**config.mk**
```make
export PLATFORM = sky130hd
export DESIGN_NAME = fwd_bypass_unit
export DESIGN_NICKNAME = d
export VERILOG_FILES = /design/src/rtl/fwd_pkg.sv /design/src/rtl/fwd_match.sv /design/src/rtl/fwd_bypass_unit.sv
export SDC_FILE = /design/constraint.sdc
export NUM_CORES = 1
export LEC_CHECK = 0
export BUFFER_PORTS_ARGS = -buffer_cell sky130_fd_sc_hd__clkbuf_2
export CORE_MARGIN = 4
export CORE_UTILIZATION = 40
export CTS_BUF_LIST = sky130_fd_sc_hd__clkbuf_4 sky130_fd_sc_hd__clkbuf_8
export DETAILED_ROUTE_END_ITERATION = 8
export PLACE_DENSITY_LB_ADDON = 0.1
export SYNTH_ARGS = -nofsm -noshare
export SYNTH_HDL_FRONTEND = slang
export SYNTH_SLANG_ARGS = --single-unit
export TNS_END_PERCENT = 10
```
**constraint.sdc**
```tcl
create_clock -name clk -period 3.75 [get_ports clk]
set_input_delay 0 -clock clk [delete_from_list [all_inputs] [get_ports clk]]
set_output_delay 0 -clock clk [all_outputs]
set_load 0.1 [all_outputs]
```
**src/rtl/fwd_pkg.sv**
```systemverilog
// Shared types for the EX-stage operand bypass and load-use hazard unit.
// FWD_XLEN fixes the history data width; the unit's XLEN parameter must match it.
package fwd_pkg;

  localparam int unsigned FWD_XLEN = 32;

  typedef struct packed {
    logic                valid;
    logic [4:0]          rd;
    logic                is_load;
    logic [FWD_XLEN-1:0] data;
  } hist_entry_t;

  typedef enum logic [1:0] {
    SRC_RF,
    SRC_HIST,
    SRC_MEM,
    SRC_HAZARD
  } fwd_src_t;

  // x0 is hardwired to zero, so it never takes a bypassed value.
  function automatic logic src_matches(input hist_entry_t e, input logic [4:0] idx);
    return e.valid && (e.rd == idx) && (idx != 5'd0);
  endfunction

endpackage

```
**src/rtl/fwd_match.sv**
```systemverilog
// Priority search over the write history for one source operand.
// With FWD_BYPASS_STATS_EN defined it also reports whether the value came from the history.
module fwd_match
  import fwd_pkg::*;
#(
  parameter int XLEN     = 32,
  parameter int DEPTH    = 3,
  parameter int LOAD_LAT = 1
) (
  input  logic [4:0]                src_idx,
  input  logic [XLEN-1:0]           rf_data,
  input  hist_entry_t [DEPTH-1:0]   hist,
  input  logic [XLEN-1:0]           mem_rdata,
  output logic [XLEN-1:0]           value,
  output logic                      hazard
`ifdef FWD_BYPASS_STATS_EN
  ,
  output logic                      fwd_hit
`endif
);

  fwd_src_t src;

  // Walk from oldest to youngest so the youngest matching producer is written last and wins.
  always_comb begin
    src   = SRC_RF;
    value = rf_data;
    for (int k = DEPTH - 1; k >= 0; k--) begin
      if (src_matches(hist[k], src_idx)) begin
        if (hist[k].is_load && (k < LOAD_LAT)) begin
          src   = SRC_HAZARD;
          value = rf_data;
        end else if (hist[k].is_load && (k == LOAD_LAT)) begin
          src   = SRC_MEM;
          value = mem_rdata;
        end else begin
          src   = SRC_HIST;
          value = XLEN'(hist[k].data);
        end
      end
    end
  end

  assign hazard = (src == SRC_HAZARD);

`ifdef FWD_BYPASS_STATS_EN
  assign fwd_hit = (src == SRC_HIST) || (src == SRC_MEM);
`endif

endmodule

```
**src/rtl/fwd_bypass_unit.sv**
```systemverilog
// EX-stage operand bypass, PC/immediate select and load-use stall over a DEPTH-entry write history.
// Optional FWD_BYPASS_STATS_EN adds forward/stall event counters.
module fwd_bypass_unit
  import fwd_pkg::*;
#(
  parameter int XLEN     = 32,
  parameter int DEPTH    = 3,
  parameter int LOAD_LAT = 1
) (
  input  logic            clk,
  input  logic            rst_n,
  input  logic            ex_valid,
  input  logic [4:0]      ex_rs1_idx,
  input  logic [4:0]      ex_rs2_idx,
  input  logic [XLEN-1:0] ex_rs1,
  input  logic [XLEN-1:0] ex_rs2,
  input  logic [XLEN-1:0] ex_pc,
  input  logic [XLEN-1:0] ex_imm,
  input  logic            ex_a_pc_sel,
  input  logic            ex_b_imm_sel,
  input  logic            ex_we,
  input  logic [4:0]      ex_rd,
  input  logic            ex_is_load,
  input  logic [XLEN-1:0] ex_result,
  input  logic [XLEN-1:0] mem_rdata,
  input  logic            flush,
  output logic [XLEN-1:0] op_a,
  output logic [XLEN-1:0] op_b,
  output logic [XLEN-1:0] br_a,
  output logic [XLEN-1:0] br_b,
  output logic            stall
`ifdef FWD_BYPASS_STATS_EN
  ,
  output logic [31:0]     stat_fwd_cnt,
  output logic [31:0]     stat_stall_cnt
`endif
);

  hist_entry_t [DEPTH-1:0] hist;
  hist_entry_t [DEPTH-1:0] hist_view;
  hist_entry_t [DEPTH-1:0] hist_nxt;

  logic [XLEN-1:0] byp_a;
  logic [XLEN-1:0] byp_b;
  logic            hazard_a;
  logic            hazard_b;

  // While reset is held the history is treated as empty, so outputs fall back to the register file.
  always_comb begin
    for (int k = 0; k < DEPTH; k++) begin
      hist_view[k]       = hist[k];
      hist_view[k].valid = hist[k].valid & rst_n;
    end
  end

`ifdef FWD_BYPASS_STATS_EN
  logic fwd_hit_a;
  logic fwd_hit_b;
`endif

  fwd_match #(
    .XLEN     (XLEN),
    .DEPTH    (DEPTH),
    .LOAD_LAT (LOAD_LAT)
  ) u_match_rs1 (
    .src_idx   (ex_rs1_idx),
    .rf_data   (ex_rs1),
    .hist      (hist_view),
    .mem_rdata (mem_rdata),
    .value     (byp_a),
    .hazard    (hazard_a)
`ifdef FWD_BYPASS_STATS_EN
    ,
    .fwd_hit   (fwd_hit_a)
`endif
  );

  fwd_match #(
    .XLEN     (XLEN),
    .DEPTH    (DEPTH),
    .LOAD_LAT (LOAD_LAT)
  ) u_match_rs2 (
    .src_idx   (ex_rs2_idx),
    .rf_data   (ex_rs2),
    .hist      (hist_view),
    .mem_rdata (mem_rdata),
    .value     (byp_b),
    .hazard    (hazard_b)
`ifdef FWD_BYPASS_STATS_EN
    ,
    .fwd_hit   (fwd_hit_b)
`endif
  );

  assign stall = ex_valid && !flush && (hazard_a || hazard_b);

  assign op_a = ex_a_pc_sel  ? ex_pc  : byp_a;
  assign op_b = ex_b_imm_sel ? ex_imm : byp_b;
  assign br_a = byp_a;
  assign br_b = byp_b;

  // The history always advances; a stalled or flushed EX instruction enters as a bubble.
  // A load leaving H[LOAD_LAT] carries the memory data it was forwarding into H[LOAD_LAT+1].
  always_comb begin
    hist_nxt[0].valid   = ex_valid && ex_we && !stall && !flush;
    hist_nxt[0].rd      = ex_rd;
    hist_nxt[0].is_load = ex_is_load;
    hist_nxt[0].data    = FWD_XLEN'(ex_result);
    for (int k = 1; k < DEPTH; k++) begin
      hist_nxt[k] = hist[k-1];
      if ((k == LOAD_LAT + 1) && hist[k-1].valid && hist[k-1].is_load) begin
        hist_nxt[k].data = FWD_XLEN'(mem_rdata);
      end
    end
  end

  always_ff @(posedge clk) begin
    if (!rst_n) begin
      hist <= '0;
    end else begin
      hist <= hist_nxt;
    end
  end

`ifdef FWD_BYPASS_STATS_EN
  // Forward events count only for instructions that actually proceed out of EX.
  always_ff @(posedge clk) begin
    if (!rst_n) begin
      stat_fwd_cnt   <= 32'd0;
      stat_stall_cnt <= 32'd0;
    end else begin
      if (stall) begin
        stat_stall_cnt <= stat_stall_cnt + 32'd1;
      end
      if (ex_valid && !flush && !stall && (fwd_hit_a || fwd_hit_b)) begin
        stat_fwd_cnt <= stat_fwd_cnt + 32'd1;
      end
    end
  end
`endif

endmodule

```
==> out/metrics.yaml, run 1 <==
ios: 344
clk_latency_ns: 0.45
ff2ff_setup_slack_ns: 1.64
wl_mm: 39.3
max-cap-violations: 0
cts_buffer_depth: 2
p_int_mw: 2.68
cp-start-kind: "input pin"
crit_end: "op_b[9]"
synthCells: 1153
ys_seq_area_frac: 0.259
fin_nets: 1716
io_buffers: 343
synth_warnings: 0
antenna_found_initial: 2
rows: 54
path_buf_inv: 4
layout_commonest_cell: "clkbuf_2"
critPathMaxStageDelay_ns: 0.63
end_kind: "primary output"
combPwrFrac: 0.400
seqCellArea_sq_um: 2330
fin_tns_setup_ns: 0
die_h_microns: 158
placed_cell_area_sq_um: 12500
async_reset_ff_frac: 0
multi_input_area_sq_um: 6070
place_congestion: 0.879
hpwlAfterDp_mm: 27.1
grt_max_degree: 70
finalCoreUtilization: 0.628
avgViaCountPerCell: 5.84
crit_fanout: 42
worstSetupStartpoint: "rst_n"
critPathArrivalTime_ns: 3.23
reg2reg_from: "hist[71]$_SDFF_PN0_"
path_depth: 9
drt-wirelength-per-cell_microns: 21.9
num-fill-cells: 1947
reg2regPathDepth: 3
crit_family: "buffers and inverters"
power.switching_mw: 1.73
synth-edff-count: 0
drc_errors: 0
holdCritPathClass: "in -> reg"
peakVddDrop_mv: 0.207
coreArea_sq_um: 21900
final_cell_mix: "clkbuf_2, buf_12, dfxtp_1"
seq_power_share: 0.301
cts_tree: "yes"
finalCriticalPeriod_ns: 3.23
grt_overflow: 0
synth_seq_cells: 116
finalHoldWorstSlack_ns: 0.290
clock-sinks: 116
dieArea_sq_um: 24800
postRouteAntennaNets: 0
synth_area_per_cell_sq_um: 7.77
place_ws_ns: 1.09
grt_pass1_wl_mm: 59.4
fin_skew_ns: 0.0118
switching_share: 0.392
cp_common_cell: "buf_4"
clkPwrFrac: 0.300
p_leak_nw: 5.77
cts_made_buffers: 17
powerDensity_nw_per_um2: 320
r2r_end: "hist[91]$_SDFF_PN0_"
clk_pin_slew_worst_paths_ns: 0.08
firstDrtPassIters: 5
rsz0062_at_grt: "no"
criticalPathCategory: "in -> out"
vias: 10509
grt_usage: 0.306
max_freq_ghz: 0.310
maxSlewHeadroom: 0.420
largest_reg_flops: 116
synth.distinct_cells: 42
start_util: 0.409
synthesis.area_sq_um: 8950
htreeDepth: 4
timing.final.ws_setup_ns: 0.521
die_w_microns: 158
fin_crit_sh: 0.861
drtIter0Drc: 816
drive_gt1_frac: 0.360
stdcell_area_sq_um: 13800
ys.flop_type: "dfxtp_1"
hold_viol: 0
syn_to_final_growth_pct: 53.6
status: "finished clean"
worstPathCellList: "dlygate4sd3_1 > buf_4 > buf_4 > nand2_1 > nor4_4 > and2_4 > a211oi_2 > o31ai_1 > buf_12"
largestRegisters: "hist: 116 flops"
slew_viol_final: 0
grt_pass1_vias: 10535
setup_viol: 0
crit_required_ns: 3.75
max_flop_register: "hist"
synth_nets: 1368
cpMaxStageDelayCell: "and2_4"
tightest_slew_ns: 0.870
clk_root_buffer_cell: "clkbuf_8"
-- final cells by class --
cell class,instances,share of cell area
flip-flops and latches,116,0.169
clock buffers,18,0.0180
clock inverters,14,0.0147
well taps,280,0.0255
repair buffers,445,0.328
diodes,4,0.000728
inverters,7,0.00191
multi-input cells,914,0.442
-- power by group through the flow --
stage	Sequential, mW	Clock, mW	Combinational (mW)
finish	1.32	1.32	1.76
global route	1.33	1.40	1.83
CTS	1.32	1.34	1.76
detailed placement	1.35	0	1.68
global placement	1.35	0	1.68
floorplan	1.33	0	1.05
-- stage by stage --
stage	total power, mW	cells
2_1_floorplan	2.38	1153
3_3_place_gp	3.03	1686
3_5_place_dp	3.04	1686
4_1_cts	4.42	1794
5_1_grt	4.56	1796
6_report	4.41	1798
-- layer usage --
layer  track usage  wire length (microns)  share of wire  vias up
met5             0                      0              0        -
met4         0.130                   1470          0.037        0
met3        0.0596                   3610          0.092      117
met2         0.513                  19000           0.48      597
met1         0.383                  15200           0.39     4930
li1              -                      -              -     4865
-- Yosys cell counts (3+ instances only) --
library cell  number  share of area
clkbuf_1          82          0.034
o22ai_1           32          0.022
nor2b_1           32          0.022
inv_1              7         0.0029
o31a_1            32          0.031
buf_2             16         0.0089
buf_12             3         0.0067
mux2_2            32          0.040
xor2_1            22          0.022
a21boi_0          63          0.053
buf_4              7         0.0059
a21oi_1           65          0.036
a221oi_2          30          0.050
buf_1              3         0.0013
a221oi_1           4         0.0039
buf_6              5         0.0063
nand2_1          105          0.044
or2_2             32          0.022
o21ai_1           31          0.017
xnor2_1            4         0.0039
a211oi_1           4         0.0034
and2_1           115          0.080
dfxtp_1          116           0.26
o31ai_1           63          0.053
a211oi_2          31          0.043
o21ai_0           65          0.036
nor4_1             3         0.0021
a22oi_1           32          0.027
nor2_1            99          0.041
-- worst min-delay path by stage --
stage / depth (start not counted) / from / endpoint
2_1_floorplan: 1 / ex_result[0] / hist[0]$_SDFF_PN0_
3_3_place_gp: 2 / ex_result[10] / hist[10]$_SDFF_PN0_
3_5_place_dp: 2 / ex_result[18] / hist[18]$_SDFF_PN0_
4_1_cts: 3 / ex_result[18] / hist[18]$_SDFF_PN0_
5_1_grt: 3 / ex_result[14] / hist[14]$_SDFF_PN0_
6_report: 3 / ex_result[13] / hist[13]$_SDFF_PN0_
-- kinds of logic (layout without fill, tap and decap cells) --
family	after synthesis	count (layout)	share of synthesized area
AO/OA/AOI/OAI	456	456	0.382
AND/OR/NAND/NOR	400	400	0.227
buffers and inverters	123	484	0.0664
flip-flops	116	116	0.259
multiplexers	32	32	0.0402
XOR/XNOR	26	26	0.0254
other	0	4	0
-- worst reg2reg max path: stages (launching register included) --
cell      delay [ns]
dfxtp_2         0.82
and2_2          0.86
nand2_1         0.12
a21boi_0        0.22
-- what timing repair did --
item                                   in CTS  in global routing
endpoints found under the hold margin      73                  0
setup buffers                               0                  0
hold buffers                               76                  0
resized for setup                           0                  0
Note: power is estimated with default switching activity, not from simulation.
==> inputs of run 2 (changes only) <==
--- a/config.mk
+++ b/config.mk
@@ -8,9 +8,9 @@
 export BUFFER_PORTS_ARGS = -buffer_cell sky130_fd_sc_hd__clkbuf_2
 export CORE_MARGIN = 4
 export CORE_UTILIZATION = 40
-export CTS_BUF_LIST = sky130_fd_sc_hd__clkbuf_4 sky130_fd_sc_hd__clkbuf_8
+export CTS_BUF_LIST = sky130_fd_sc_hd__clkbuf_8 sky130_fd_sc_hd__clkbuf_16
 export DETAILED_ROUTE_END_ITERATION = 8
-export PLACE_DENSITY_LB_ADDON = 0.1
+export PLACE_DENSITY = 0.72
 export SYNTH_ARGS = -nofsm -noshare
 export SYNTH_HDL_FRONTEND = slang
 export SYNTH_SLANG_ARGS = --single-unit
==> out/metrics.yaml, run 2 (synthesized netlist as in run 1, its figures left out) <==
status: "finished clean"
cts_tree: "yes"
holdCritPathClass: "in -> reg"
ios: 344
start_util: 0.409
die_h_microns: 158
path_buf_inv: 3
htreeDepth: 4
powerDensity_nw_per_um2: 355
drt-wirelength-per-cell_microns: 20.6
power_mw: 4.61
grt_pass1_vias: 10595
end_kind: "primary output"
fin_crit_sh: 0.851
cpMaxStageDelayCell: "and4_2"
avgViaCountPerCell: 5.86
finalHoldWorstSlack_ns: 0.0677
multi_input_area_sq_um: 6070
p_leak_nw: 5.52
largest_reg_flops: 116
place_congestion: 0.920
hold_viol: 0
drc_errors: 0
firstDrtPassIters: 8
clk_latency_ns: 0.41
dieArea_sq_um: 24800
rows: 54
setup_viol: 0
peakVddDrop_mv: 0.283
rsz0062_at_grt: "no"
cp-start-kind: "register"
tightest_slew_ns: 1.07
max_flop_register: "hist"
grt_overflow: 0
clk_root_buffer_cell: "clkbuf_16"
layout_commonest_cell: "clkbuf_2"
worstPathCellList: "inv_1 > a221oi_1 > and4_2 > buf_12 > a221oi_2 > o31ai_1 > buf_12"
postRouteAntennaNets: 0
critPathArrivalTime_ns: 3.19
coreArea_sq_um: 21900
maxSlewHeadroom: 0.285
io_buffers: 343
cp_common_cell: "buf_12"
final_cells: 1792
die_w_microns: 158
antenna_found_initial: 3
final_cell_mix: "clkbuf_2, dfxtp_1, and2_1"
drtIter0Drc: 979
fin_nets: 1710
wl_mm: 37.0
syn_to_final_growth_pct: 45.2
place_inst: 1684
max-cap-violations: 0
vias: 10508
grt_pass1_wl_mm: 56.8
crit_required_ns: 3.75
finalCriticalPeriod_ns: 3.19
grt_usage: 0.287
largestRegisters: "hist: 116 flops"
critPathMaxStageDelay_ns: 0.68
finalCoreUtilization: 0.594
hpwlAfterDp_mm: 26.1
cts_made_buffers: 17
drive_gt1_frac: 0.359
crit_family: "compound AO/OA/AOI/OAI gates"
grt_max_degree: 68
max_freq_ghz: 0.313
crit_fanout: 19
slew_viol_final: 0
fin_tns_setup_ns: 0
clock-sinks: 116
fin_skew_ns: 0.00875
seqCellArea_sq_um: 2330
num-fill-cells: 1876
criticalPathCategory: "reg -> out"
cts_buffer_depth: 2
clk_pin_slew_worst_paths_ns: 0.06
## run 2: cell types whose count changed in the layout (fill, tap and decap cells not counted), sizes merged
cell         change
clkinvlp         +2
clkbuf          +58
inv              +2
dlygate4sd3      -4
buf             -59
bufinv           -2
clkinv           -3
## run 2: repair_timing
action / CTS / global route
hold buffers: 72 / 0
setup buffers: 0 / 0
resized for setup: 0 / 0
setup endpoints to repair: 0 / 0
hold endpoints to repair: 71 / 0
## run 2: layout make-up
cell class / count / area share
multi-input combinational: 914 / 0.467
sequential: 116 / 0.179
inverter: 7 / 0.00202
timing repair buffer: 439 / 0.278
clock inverter: 13 / 0.0112
antenna: 4 / 0.000770
tap: 280 / 0.0270
clock buffer: 19 / 0.0357
## run 2: report_power, final
group          internal, mW  total (mW)  switching [mW]
clock                  1.04        1.68           0.638
combinational         0.517        1.61            1.09
sequential             1.28        1.32          0.0403
total                  2.84        4.61            1.77
## run 2: worst reg2reg max path, delay by kind of cell, from the launching register on
kind            cells  cell delay, ns
compound gates      1            0.07
buf+inv             1            0.44
simple gates        2            0.79
flops               1            0.83
## run 2: final timing paths
check / start / endpoint / slack (ns) / depth (start not counted)
hold reg to reg: hist[2]$_SDFF_PN0_ / hist[41]$_SDFF_PN0_ / 0.45 / 1
setup reg to reg: hist[71]$_SDFF_PN0_ / hist[96]$_SDFF_PN0_ / 1.49 / 4
hold / removal: rst_n / hist[76]$_SDFF_PN0_ / 0.07 / 2
setup / recovery: hist[74]$_SDFF_PN0_ / op_a[22] / 0.56 / 7
## run 2: metrics by stage
step                cell area, sq um  setup WS [ns]
finish                         13000          0.559
CTS                            13000          0.598
floorplan                       8950          0.150
global placement               11700           1.04
global route                   13000          0.411
detailed placement             11700           1.03
## run 2: layer usage
layer,wire length [microns],vias to the layer above,track usage
met5,0,-,0
met4,1500,0,0.134
met3,3250,133,0.0590
met2,17400,654,0.477
met1,14800,4867,0.356
li1,-,4854,-
